<file path="src/rtl/projector_point_sequencer.sv">
// projector_point_sequencer
// Reads a point list from Beta shared memory. The list is a header word
// holding the point count, followed by one word per point. Each point is
// presented to the galvo/DAC stage over a valid/ready handshake and then
// held for a programmable number of dwell cycles.
module projector_point_sequencer #(
  parameter logic [31:0] BASE_ADDR  = 32'h0000_0400,
  parameter int          MAX_POINTS = 1024,
  parameter int          RD_LATENCY = 2
) (
  input  logic        clk,
  input  logic        reset_n,
  input  logic        start,
  input  logic        stop,
  input  logic [15:0] dwell,
  output logic [31:0] beta_addr,
  output logic        beta_rd,
  input  logic [31:0] beta_dout,
  output logic [11:0] point_x,
  output logic [11:0] point_y,
  output logic        laser_on,
  output logic        point_valid,
  input  logic        point_ready,
  output logic        busy,
  output logic        done,
  output logic        error
);

  typedef enum logic [2:0] {
    S_IDLE,
    S_RD_HDR,
    S_WAIT_HDR,
    S_RD_PT,
    S_WAIT_PT,
    S_PRESENT,
    S_DWELL
  } state_t;

  // The wait counter is loaded with RD_LATENCY-1 so that each WAIT state
  // lasts exactly RD_LATENCY cycles and samples read data on its last edge.
  localparam int               LAT_W     = (RD_LATENCY > 1) ? $clog2(RD_LATENCY) : 1;
  localparam logic [LAT_W-1:0] LAT_LOAD  = LAT_W'(RD_LATENCY - 1);
  localparam logic [31:0]      MAX_COUNT = 32'(MAX_POINTS);

  state_t           state;
  logic [LAT_W-1:0] lat_cnt;
  logic [15:0]      count;
  logic [15:0]      idx;
  logic [15:0]      dwell_lat;
  logic [15:0]      dwell_cnt;

  logic [15:0] hdr_count;
  logic        hdr_bad;
  logic        unused_bits;

  assign hdr_count   = beta_dout[15:0];
  assign hdr_bad     = (hdr_count == 16'd0) || ({16'd0, hdr_count} > MAX_COUNT);
  // Point words carry no meaning in bits 30:28.
  assign unused_bits = &{1'b0, beta_dout[30:28]};

  // Byte address of point i; plain 32-bit arithmetic, wraps silently.
  function automatic logic [31:0] point_addr(input logic [15:0] i);
    return BASE_ADDR + {14'd0, i, 2'b00} + 32'd4;
  endfunction

  // Sequencer FSM with every output registered.
  always_ff @(posedge clk or negedge reset_n) begin
    if (!reset_n) begin
      state       <= S_IDLE;
      lat_cnt     <= '0;
      count       <= '0;
      idx         <= '0;
      dwell_lat   <= '0;
      dwell_cnt   <= '0;
      beta_addr   <= '0;
      beta_rd     <= 1'b0;
      point_x     <= '0;
      point_y     <= '0;
      laser_on    <= 1'b0;
      point_valid <= 1'b0;
      busy        <= 1'b0;
      done        <= 1'b0;
      error       <= 1'b0;
    end else begin
      // NOTE: non-blocking assignments throughout; the strobe defaults below
      // are overridden later in the same block, which makes beta_rd, done
      // and error single-cycle pulses without any extra clear logic.
      beta_rd <= 1'b0;
      done    <= 1'b0;
      error   <= 1'b0;

      if (stop) begin
        state       <= S_IDLE;
        busy        <= 1'b0;
        point_valid <= 1'b0;
      end else begin
        case (state)
          S_IDLE: begin
            if (start) begin
              state     <= S_RD_HDR;
              beta_rd   <= 1'b1;
              beta_addr <= BASE_ADDR;
              busy      <= 1'b1;
              dwell_lat <= dwell;
            end
          end

          S_RD_HDR: begin
            state   <= S_WAIT_HDR;
            lat_cnt <= LAT_LOAD;
          end

          S_WAIT_HDR: begin
            if (lat_cnt != '0) begin
              lat_cnt <= lat_cnt - 1'b1;
            end else if (hdr_bad) begin
              state <= S_IDLE;
              error <= 1'b1;
              busy  <= 1'b0;
            end else begin
              state     <= S_RD_PT;
              count     <= hdr_count;
              idx       <= '0;
              beta_rd   <= 1'b1;
              beta_addr <= point_addr(16'd0);
            end
          end

          S_RD_PT: begin
            state   <= S_WAIT_PT;
            lat_cnt <= LAT_LOAD;
          end

          S_WAIT_PT: begin
            if (lat_cnt != '0) begin
              lat_cnt <= lat_cnt - 1'b1;
            end else begin
              state       <= S_PRESENT;
              laser_on    <= beta_dout[31];
              point_x     <= beta_dout[27:16];
              point_y     <= beta_dout[11:0];
              point_valid <= 1'b1;
            end
          end

          S_PRESENT: begin
            if (point_ready) begin
              state       <= S_DWELL;
              point_valid <= 1'b0;
              // A zero dwell still spends one cycle in DWELL.
              dwell_cnt   <= (dwell_lat == 16'd0) ? 16'd0 : dwell_lat - 16'd1;
            end
          end

          S_DWELL: begin
            if (dwell_cnt != 16'd0) begin
              dwell_cnt <= dwell_cnt - 16'd1;
            end else if (idx == count - 16'd1) begin
              state <= S_IDLE;
              done  <= 1'b1;
              busy  <= 1'b0;
            end else begin
              state     <= S_RD_PT;
              idx       <= idx + 16'd1;
              beta_rd   <= 1'b1;
              beta_addr <= point_addr(idx + 16'd1);
            end
          end

          default: begin
            state       <= S_IDLE;
            busy        <= 1'b0;
            point_valid <= 1'b0;
          end
        endcase
      end
    end
  end

endmodule

</file>
<file path="config.mk">
export PLATFORM = sky130hd
export DESIGN_NAME = projector_point_sequencer
export DESIGN_NICKNAME = d
export VERILOG_FILES = /design/src/rtl/projector_point_sequencer.sv
export SDC_FILE = /design/constraint.sdc
export NUM_CORES = 1
export LEC_CHECK = 0
export CAP_MARGIN = 40
export CORE_UTILIZATION = 50
export DETAILED_ROUTE_END_ITERATION = 7
export PLACE_DENSITY = 0.76
export SLEW_MARGIN = 10
export SYNTH_ARGS = -nofsm -noshare
export SYNTH_HDL_FRONTEND = slang
export SYNTH_SLANG_ARGS = --single-unit
export TNS_END_PERCENT = 50
</file>
<file path="constraint.sdc">
create_clock -name clk -period 4.9 [get_ports clk]
set_input_delay 0.735 -clock clk [delete_from_list [all_inputs] [get_ports clk]]
set_output_delay 0.735 -clock clk [all_outputs]
set_load 0.005 [all_outputs]
</file>
==> parameters.txt, run 1 <==
Parameter                              Value

Status
  Result of the run ... complete, no violations

CTS
  Cts hold-fix bufs ... 0
  Cts bufs inserted ... 17
  CTS tree ... built
  Post-CTS setup buffers ... 0
  Master cell of the clock root buffer ... clkbuf_16
  Maximum buffer depth of the clock tree ... 2
  Number of levels in the clock H-tree ... 4
  Num Clock Sinks ... 115
  Clock slew at the register clock pins of the worst setup and hold paths ... 0.05 ns
  Count of instances resized after the clock tree is built ... 0
  Clock insertion delay at the later pin of the skew report ... 0.42 ns

Setup path
  FF-to-FF path depth ... 9
  Element type at the critical path start ... flop
  Worst EP arrival ... 4.35 ns
  Crit Path Max Fanout ... 18
  Critical Path Sink Type ... flop
  Worst r2r dst ... beta_addr[9]
  Crit path required time ... 5.20 ns
  Worst Setup SP ... count[0]
  Critical path start-end classification ... flop to flop
  Critical path endpoint ... beta_addr[9]
  RR Startpoint ... count[0]
  Register-to-Register Setup Slack ... 0.85 ns

Timing
  Setup slack of the critical path after layout ... 0.8489 ns
  Slew at the pin with the worst max-slew slack ... 0.7593 ns
  Unrepaired setup endpoints after global routing ... false
  Final period util ... 82.67%
  Slew Limit Fails ... 0
  Maximum clock skew at final layout ... 0.008020 ns
  Highest Clock Rate ... 246.8 MHz
  Number of hold-slack violations in the final timing report ... 0
  Final TNS setup ... 0 ns
  Final critical delay including setup and external delays ... 4.051 ns
  Final setup vio count ... 0
  Worst slew margin ... 48.72%

GRT
  First-pass GRT wire length ... 26.49 mm
  Global-route usage over all layers ... 23.57%
  Remaining global-route overflow ... 0
  Maximum number of pins on one net before global-route repair ... 42
  Via count of the first global-routing pass ... 5,537
  Number of antenna violations at the first check in global routing ... 0

Min path
  Kind of path behind the tightest hold check ... input pin to asynchronous set/reset pin

Floorplan
  Cell row count ... 41
  Core region area ... 12,820 µm²
  Initial core utilization ... 52.22%
  Area of the die ... 13,860 µm²
  Vertical extent of the die ... 117.7 µm
  Ports placed on the boundary ... 115
  Die width ... 117.7 µm

Final layout
  Fillers ... 1,035
  Layout Nets ... 825
  Cell Count, Final, Fillers Out ... 951
  Share of cells above drive strength 1 ... 16.17%
  ANT cells ... 0
  Core utilization of the finished layout ... 65.00%
  Area grow syn2layout ... 24.45%

Synthesis
  Average instance area after synthesis ... 9.821 µm²
  Most frequent cell after synthesis ... dfrtp_1
  Commonest cells in the synthesized netlist ... 115 x dfrtp_1, 62 x mux2_2, 53 x nor2_1
  Number of enable flip-flop cells after synthesis ... 0
  Top cell type's share of synthesized area ... 42.97%
  Proportion of synthesized chip area in sequential cells ... 42.97%
  Post-Synthesis Cells ... 682
  Number of distinct library cell variants in the gate-level netlist after synthesis ... 59
  Leading cell types by total area after synthesis ... dfrtp_1 43%, mux2_2 10%, xnor2_1 5.0%
  Flip-flop and latch count after synthesis ... 115
  Top_reg_cell synth ... dfrtp_1
  Largest area contributor in the synthesized netlist ... dfrtp_1
  Mapped cell area ... 6698 µm²
  Number of warnings printed during yosys synthesis ... 0
  Ys async rst share ... 100.0%

Place
  Dpl cells ... 919
  Post-place setup slack ... 0.8492 ns
  HPWL Detailed ... 11.10 mm
  Buffers added on ports ... 96
  Gpl congestion ... 0.8657

Routing
  Pre-Repair DR Iteration Count ... 5
  Routed len/inst ... 16.34 µm
  DRC violation count after routing ... 0
  Detail Route Antenna Nets ... 0
  Drt first-iter violations ... 299
  Via count ... 5,434
  Routed via count divided by cell count ... 5.714
  Post-Route WL ... 15.54 mm

Run
  Count of maximum capacitance violations ... 0

Pwr
  Worst ir drop on vdd ... 0.0002423 V
  Pwr Density ... 380.9 nW/µm²
  Standby leakage power ... 3.531 nW
-- worst min path at each step --
| stage | cells past startpoint | slack, ns | to |
|---|---|---|---|
| 2_1_floorplan | 0 | 0.44 | beta_addr[10] |
| 3_3_place_gp | 2 | 0.47 | point_y[10] |
| 3_5_place_dp | 1 | 0.48 | dwell_cnt[15] |
| 4_1_cts | 1 | 0.31 | point_x[7] |
| 5_1_grt | 1 | 0.33 | point_x[8] |
| 6_report | 1 | 0.30 | point_x[7] |
-- cell usage in the layout (no fill, tap or decap), drive strengths merged, types with 10 or more instances in the layout --
| master | n |
|---|---|
| nand2 | 45 |
| clkbuf | 23 |
| xor2 | 16 |
| xnor2 | 38 |
| o21ai | 47 |
| conb | 15 |
| a31oi | 10 |
| nor3 | 17 |
| buf | 11 |
| inv | 23 |
| nand3 | 16 |
| nor4 | 20 |
| dfrtp | 115 |
| mux2 | 69 |
| nor2 | 53 |
| clkdlybuf4s50 | 95 |
| o22ai | 10 |
| a21oi | 33 |
-- sequential cells by signal, summed over array words and instances (netlist names) --
signal	count
point_y	12
count	16
busy	1
dwell_cnt	16
lat_cnt	1
error	1
point_valid	1
laser_on	1
beta_rd	1
state	3
point_x	12
beta_addr	17
dwell_lat	16
idx	16
done	1
-- routing by layer --
layer | global-route usage, % | up-vias | wire length [µm]
li1 | - | 2604 | -
met1 | 28.33 | 2634 | 6560
met2 | 41.18 | 175 | 8046
met3 | 5.329 | 21 | 738
met4 | 8.413 | 0 | 195
met5 | 0 | - | 0
-- kinds of logic (layout without fill, tap and decap cells) --
kind of cell,after synthesis,after routing,synth area share [%]
XOR/XNOR,54,54,7.061
other,1,15,0.05599
buffers and inverters,78,161,5.716
AND/OR/NAND/NOR,213,213,16.81
multiplexers,73,73,12.59
flip-flops,115,115,42.97
adder cells (fa/ha/maj),6,6,1.121
AO/OA/AOI/OAI,142,142,13.68
-- report_power, final --
group	internal [mW]	total, mW	leakage [nW]	switching, mW
clock network	0.836	1.27	0.289	0.430
logic	0.362	0.665	1.76	0.304
registers	1.09	1.24	1.49	0.158
total	2.28	3.17	3.53	0.891
-- stage by stage --
stage / hold WS (ns) / cell area, µm² / power (mW)
5_1_grt: 0.3298 / 8335 / 3.333
4_1_cts: 0.3053 / 8335 / 3.194
2_1_floorplan: 0.4394 / 6750 / 1.655
3_3_place_gp: 0.4729 / 7695 / 1.884
3_5_place_dp: 0.4808 / 7730 / 1.920
6_report: 0.3028 / 8335 / 3.175
-- final cells by class --
| cell class | count | area, µm² | area share (%) |
|---|---|---|---|
| Timing Repair Buffer | 106 | 1054 | 12.64 |
| Sequential cell | 115 | 2878 | 34.52 |
| Inverter | 23 | 86.33 | 1.036 |
| Clock buffer | 23 | 478.0 | 5.734 |
| Multi-Input combinational cell | 503 | 3497 | 41.95 |
| Tap cell | 172 | 215.2 | 2.582 |
| Clock inverter | 9 | 127.6 | 1.531 |
-- worst max-delay path, cell delays in order, from the launching register on --
cell and delay, ns:
dfrtp_1 0.46, inv_1 0.09, ha_1 0.29, or3b_2 0.54
nor4_1 0.48, xor2_1 0.13, a221oi_1 0.37, or4b_4 0.56
a21oi_4 0.60, mux2_2 0.42
(Power assumes the default switching activity.)
==> run 2, diff against run 1 <==
==> constraint.sdc (replaced) <==
create_clock -name clk -period 4.2 [get_ports clk]
set_input_delay 0.63 -clock clk [delete_from_list [all_inputs] [get_ports clk]]
set_output_delay 0.63 -clock clk [all_outputs]
set_load 0.005 [all_outputs]
==> run 2 against run 1 <==
Worst setup slack worse by 0.30 ns. Utilization down 0.28 points. Largest power group is now registers. Final cell count up 0.21%. Combinational power up 17%. Wire length down 2.2%. Critical endpoint is now beta_addr[10]. Flip-flop and latch count unchanged. Highest routed layer unchanged. Non-clock buffer count up 2. Global-route usage down 0.95 points. Total power up 13%. Clock power up 8%. Critical path type unchanged.
==> parameters.txt, run 2 (same netlist as run 1, synthesis figures left out) <==
Parameter                              Value

Setup path
  Count of buffering cells on the critical path with inverters included ... 2
  Cell at the slowest stage of the critical path ... or4b_4
  Worst EP arrival ... 3.94 ns
  CP top delay family ... simple AND/OR/NAND/NOR gates
  Crit path required time ... 4.49 ns
  Series of cell instances along the critical path ... inv_1 > ha_1 > or3b_2 > nor4_1 > xor2_1 > a221oi_1 > or4b_4 > a21oi_4 > buf_4 > mux2_2
  Element type at the critical path start ... flop
  RR Startpoint ... count[0]
  Worst Setup SP ... count[0]
  Critical path start-end classification ... flop to flop
  Critical Path Sink Type ... flop
  Crit Path Max Fanout ... 18
  Max stage delay on crit path ... 0.55 ns

Routing
  DRC violation count after routing ... 0
  Top routing layer in use ... met4
  Post-Route WL ... 15.20 mm
  Detailed-route wire length on metal 1 ... 6.592 mm
  Met3 Routed Length ... 713 µm
  Met2 wire len ... 7.726 mm
  Via count ... 5,489
  Routed via count divided by cell count ... 5.760
  Drt first-iter violations ... 335
  Routed len/inst ... 15.94 µm
  Detail Route Antenna Nets ... 0
  Pre-Repair DR Iteration Count ... 5

CTS
  Master cell of the clock root buffer ... clkbuf_16
  Cts hold-fix bufs ... 0
  Post-CTS setup buffers ... 0
  Clock slew at the register clock pins of the worst setup and hold paths ... 0.05 ns
  Number of levels in the clock H-tree ... 4
  Clock insertion delay at the later pin of the skew report ... 0.41 ns
  Cts bufs inserted ... 17
  Num Clock Sinks ... 115
  Maximum buffer depth of the clock tree ... 2
  CTS tree ... built
  Count of instances resized after the clock tree is built ... 0

Place
  Gpl congestion ... 0.8734
  HPWL Detailed ... 10.88 mm
  Buffers added on ports ... 96
  Post-place setup slack ... 0.5550 ns

GRT
  Via count of the first global-routing pass ... 5,198
  Remaining global-route overflow ... 0
  First-pass GRT wire length ... 25.46 mm
  Global-route usage over all layers ... 22.61%
  Maximum number of pins on one net before global-route repair ... 43
  Number of antenna violations at the first check in global routing ... 0

Final layout
  Core utilization of the finished layout ... 64.71%
  Share of cells above drive strength 1 ... 16.01%
  ANT cells ... 0
  Layout Nets ... 827
  Register bank with the most flops ... beta_addr
  Area grow syn2layout ... 23.91%
  Most frequent cells in the layout ... 115 x dfrtp_1, 95 x clkdlybuf4s50_1, 62 x mux2_2
  Largest register FFs ... 17
  Commonest non-fill, non-tap cell in the layout ... dfrtp_1

Floorplan
  Cell row count ... 41
  Core region area ... 12,820 µm²
  Vertical extent of the die ... 117.7 µm
  Area of the die ... 13,860 µm²
  Ports placed on the boundary ... 115
  Die width ... 117.7 µm
  Initial core utilization ... 52.22%

Pwr
  Pwr Total ... 3.598 mW
  Standby leakage power ... 3.526 nW
  Worst ir drop on vdd ... 0.0003751 V
  Pwr Density ... 433.5 nW/µm²

Status
  Result of the run ... complete, no violations

Timing
  Maximum clock skew at final layout ... 0.005462 ns
  Unrepaired setup endpoints after global routing ... false
  Final TNS setup ... 0 ns
  Hold slack ... 0.1832 ns
  Final setup vio count ... 0
  Worst slew margin ... 48.70%
  Final critical delay including setup and external delays ... 3.650 ns
  Slew Limit Fails ... 0
  Final period util ... 86.90%
  Highest Clock Rate ... 274.0 MHz
  Setup slack of the critical path after layout ... 0.5504 ns
  Slew at the pin with the worst max-slew slack ... 0.7596 ns
  Number of hold-slack violations in the final timing report ... 0

Run
  Count of maximum capacitance violations ... 0

Min path
  Kind of path behind the tightest hold check ... input pin to asynchronous set/reset pin
-- run 2: cell types whose count changed in the layout (fill, tap and decap cells not counted), sizes merged --
| cell | delta |
|---|---|
| clkinvlp | -3 |
| clkbuf | +5 |
| bufinv | -2 |
| buf | +2 |
-- run 2: area by class of cell --
cell class              instances  area [µm²]
inverters                      23       86.33
well taps                     172       215.2
repair buffers                108        1061
clock buffers                  28       516.7
multi-input cells             503        3497
flip-flops and latches        115        2878
fillers                      1032        4526
clock inverters                 4       45.04
-- run 2: through the flow --
step,area (µm²),cells
6_report,8299,953
5_1_grt,8299,953
4_1_cts,8299,953
3_5_place_dp,7737,921
3_3_place_gp,7717,920
2_1_floorplan,6750,696
-- run 2: power by group --
part           switching (mW)  internal, mW
logic                   0.354         0.424
clock network           0.480         0.889
registers               0.184          1.27
total                    1.02          2.58
-- run 2: worst register-to-register path, delay by kind of cell (launching register included) --
kind	cells	cell delay, ns
and+or+nand+nor	3	1.46
AOI/OAI and AO/OA	2	0.45
adders and majority gates	1	0.27
xor gates and xnor gates	1	0.13
buffers and inverters	2	0.38
DFF	1	0.45
muxes	1	0.38
-- run 2: worst paths after layout --
path	endpoint	slack [ns]	cells after the start
worst min register to register	dwell_cnt[13]	0.49	1
min in group clk	dwell_cnt[13]	0.49	1
worst max-delay path	beta_addr[10]	0.55	10
worst max register to register	beta_addr[10]	0.55	10
max in group asynchronous	point_y[7]	3.14	3
worst min-delay path	busy	0.18	1
-- run 2: metal layers --
metal	up-vias	global-route usage (%)
li1	2615	-
met1	2703	28.71
met2	158	38.24
met3	13	5.475
met4	0	6.330
met5	-	0
==> run 3, diff against run 2 <==
--- a/config.mk
+++ b/config.mk
@@ -5,10 +5,12 @@
 export SDC_FILE = /design/constraint.sdc
 export NUM_CORES = 1
 export LEC_CHECK = 0
+export ABC_AREA = 1
 export CAP_MARGIN = 40
 export CORE_UTILIZATION = 50
 export DETAILED_ROUTE_END_ITERATION = 7
-export PLACE_DENSITY = 0.76
+export PLACE_DENSITY_LB_ADDON = 0.15
+export REMOVE_ABC_BUFFERS = 1
 export SLEW_MARGIN = 10
 export SYNTH_ARGS = -nofsm -noshare
 export SYNTH_HDL_FRONTEND = slang
==> run 3 against run 2 <==
Final cell count is 32% higher. Flip-flop and latch count stayed put. Worst hold slack worse by 0.056 ns. Synthesized cell count is 42% higher. Sequential power is 9.7% higher. Highest routed layer unchanged. Largest cell class unchanged. Non-clock buffer count is 4 lower. Global-route usage is 0.63 points higher. Utilization hardly changed. First-iteration DRC count is 3.9% lower.
==> parameters.txt, run 3 <==
Parameter                              Value

Routing
  Post-Route WL ... 15.55 mm
  Detail Route Antenna Nets ... 0
  Via count ... 6,239
  Routed via count divided by cell count ... 4.967
  DRC violation count after routing ... 0
  Pre-Repair DR Iteration Count ... 5
  Drt first-iter violations ... 322
  Routed len/inst ... 12.38 µm

Setup path
  Worst r2r dst ... beta_addr[17]
  Critical path start-end classification ... flop to flop
  RR Startpoint ... count[0]
  Element type at the critical path start ... flop
  Crit Path Max Fanout ... 35
  Crit path required time ... 4.47 ns
  FF-to-FF path depth ... 13
  Worst EP arrival ... 2.90 ns
  Register-to-Register Setup Slack ... 1.57 ns
  Critical Path Sink Type ... flop

Synthesis
  Leading cell types by total area after synthesis ... dfrtp_1 41%, nand2_1 15%, inv_1 6.2%
  Most frequent cell after synthesis ... nand2_1
  Flip-flop and latch count after synthesis ... 115
  Area share of fa/ha/maj cells after synthesis ... 1.072%
  Ys async rst share ... 100.0%
  Average instance area after synthesis ... 7.211 µm²
  Number of enable flip-flop cells after synthesis ... 0
  Combinational family with the most area after synthesis ... simple AND/OR/NAND/NOR gates
  Number of distinct library cell variants in the gate-level netlist after synthesis ... 44
  Top_reg_cell synth ... dfrtp_1
  Post-Synthesis Cells ... 971
  Commonest cells in the synthesized netlist ... 276 x nand2_1, 116 x inv_1, 115 x dfrtp_1
  Largest area contributor in the synthesized netlist ... dfrtp_1
  Mapped cell area ... 7002 µm²
  Share of synthesized cell area in and, or, nand and nor gates ... 31.31%
  Synthesized-area fraction occupied by xor and xnor cells ... 4.253%
  Synthesized-area fraction occupied by ao, oa, aoi and oai cells ... 9.239%
  Proportion of synthesized chip area in sequential cells ... 41.10%
  Share of cell area taken by muxes after synthesis ... 3.056%
  Number of warnings printed during yosys synthesis ... 0
  Top cell type's share of synthesized area ... 41.10%

Pwr
  Power dissipated by switching net loads ... 1.308 mW
  Gate power share ... 27.2%
  Switching Share ... 30.45%
  Clk pwr share ... 35.7%
  Pwr Density ... 493.3 nW/µm²
  Worst ir drop on vdd ... 0.0003874 V
  Part of the power in registers ... 37.1%
  Standby leakage power ... 4.331 nW
  Cell-internal power ... 2.989 mW

CTS
  Master cell of the clock root buffer ... clkbuf_16
  Cts bufs inserted ... 17
  Clock slew at the register clock pins of the worst setup and hold paths ... 0.06 ns
  Post-CTS setup buffers ... 0
  Clock insertion delay at the later pin of the skew report ... 0.41 ns
  Num Clock Sinks ... 115
  CTS tree ... built
  Maximum buffer depth of the clock tree ... 2
  Cts hold-fix bufs ... 0
  Count of instances resized after the clock tree is built ... 0
  Number of levels in the clock H-tree ... 4

Floorplan
  Die width ... 120.3 µm
  Area of the die ... 14,480 µm²
  Ports placed on the boundary ... 115
  Vertical extent of the die ... 120.3 µm
  Initial core utilization ... 52.05%
  Core region area ... 13,450 µm²
  Cell row count ... 42

Timing
  Maximum clock skew at final layout ... 0.006321 ns
  Slew Limit Fails ... 0
  Number of hold-slack violations in the final timing report ... 0
  Final critical delay including setup and external delays ... 2.634 ns
  Final TNS setup ... 0 ns
  Slew at the pin with the worst max-slew slack ... 0.8672 ns
  Highest Clock Rate ... 379.6 MHz
  Final period util ... 62.72%
  Hold slack ... 0.1274 ns
  Final setup vio count ... 0
  Unrepaired setup endpoints after global routing ... false
  Worst slew margin ... 41.65%

Final layout
  Largest register FFs ... 17
  Cell Count, Final, Fillers Out ... 1,256
  ANT cells ... 0
  Register bank with the most flops ... beta_addr
  Share of cells above drive strength 1 ... 8.056%
  Layout Nets ... 1,126
  Most frequent cells in the layout ... 276 x nand2_1, 116 x inv_1, 115 x dfrtp_1
  Core utilization of the finished layout ... 64.75%
  Fillers ... 1,256
  Area grow syn2layout ... 24.41%
  Commonest non-fill, non-tap cell in the layout ... nand2_1

Place
  Dpl cells ... 1,224
  HPWL Detailed ... 11.11 mm
  Gpl congestion ... 0.8731
  Buffers added on ports ... 96

GRT
  Maximum number of pins on one net before global-route repair ... 51
  Via count of the first global-routing pass ... 5,865
  Global-route usage over all layers ... 23.25%
  Number of antenna violations at the first check in global routing ... 0
  First-pass GRT wire length ... 27.01 mm
  Remaining global-route overflow ... 0

Run
  Count of maximum capacitance violations ... 0

Min path
  Kind of path behind the tightest hold check ... input pin to asynchronous set/reset pin

Status
  Result of the run ... complete, no violations
run 3: changes by cell type in the layout (fill, tap and decap cells not counted), sizes merged, moves of 11 or more:
cell   change
inv       +97
mux2      -50
nand2    +237
nand3     +58
nand4     +11
nor2      +69
nor4      -17
o21ai     +37
xnor2     -30
run 3: worst max-delay path by stage:
stage                             from       endpoint  slack (ns)  cells after the start
after floorplan               state[0]  dwell_cnt[10]        1.42                      9
after global placement    beta_dout[7]  beta_addr[17]        1.32                     10
after detailed placement  beta_dout[7]  beta_addr[18]        1.30                     11
after CTS                     count[0]  beta_addr[17]        1.54                     13
after global routing          count[0]  beta_addr[12]        1.27                     14
final                         count[0]  beta_addr[17]        1.57                     13
run 3: metrics by stage:
step	worst slack (ns)	total power [mW]	area, µm²
finish	1.566	4.297	8711
global placement	1.317	2.756	8056
CTS	1.543	4.334	8711
global route	1.273	4.575	8711
floorplan	1.422	2.274	6813
detailed placement	1.297	2.781	8084
run 3: worst max-delay path: stages (launching register included):
cell and delay (ns):
dfrtp_1 0.39, inv_1 0.16, ha_1 0.28, nand2_2 0.12
nor2_4 0.19, nand2_1 0.07, nand2_1 0.06, nand2_1 0.04
nor2_1 0.07, nand2_1 0.06, nor2_2 0.18, nand3_2 0.17
nand3_2 0.47, o21ai_0 0.19
run 3: cells by family (layout without fill, tap and decap cells):
kind of cell / count (synthesis) / count (layout)
compound gates: 123 / 123
xor+xnor: 34 / 34
fa+ha+maj: 6 / 6
buf+inv: 161 / 256
flops: 115 / 115
mux: 19 / 19
other cells: 1 / 15
simple gates: 512 / 512
run 3: power groups by stage:
stage	registers, mW	logic, mW	clock network (mW)
detailed placement	1.61	1.17	0
global route	1.63	1.33	1.61
finish	1.59	1.17	1.53
CTS	1.59	1.18	1.56
floorplan	1.59	0.683	0
global placement	1.60	1.15	0
run 3: layout make-up:
| class | instances | area [µm²] | area share [%] |
|---|---|---|---|
| Sequential cell | 115 | 2878 | 33.04 |
| Clock buffer | 20 | 446.7 | 5.128 |
| Timing Repair Buffer | 104 | 1051 | 12.07 |
| Inverter | 120 | 452.9 | 5.200 |
| Multi-Input combinational cell | 709 | 3482 | 39.97 |
| Clock inverter | 12 | 180.2 | 2.068 |
| Tap cell | 176 | 220.2 | 2.528 |
run 3: metal layers:
layer,track usage (%),wire (µm)
met2,38.47,7542
met4,5.556,167
met3,5.472,596
met1,30.79,7243
met5,0,0
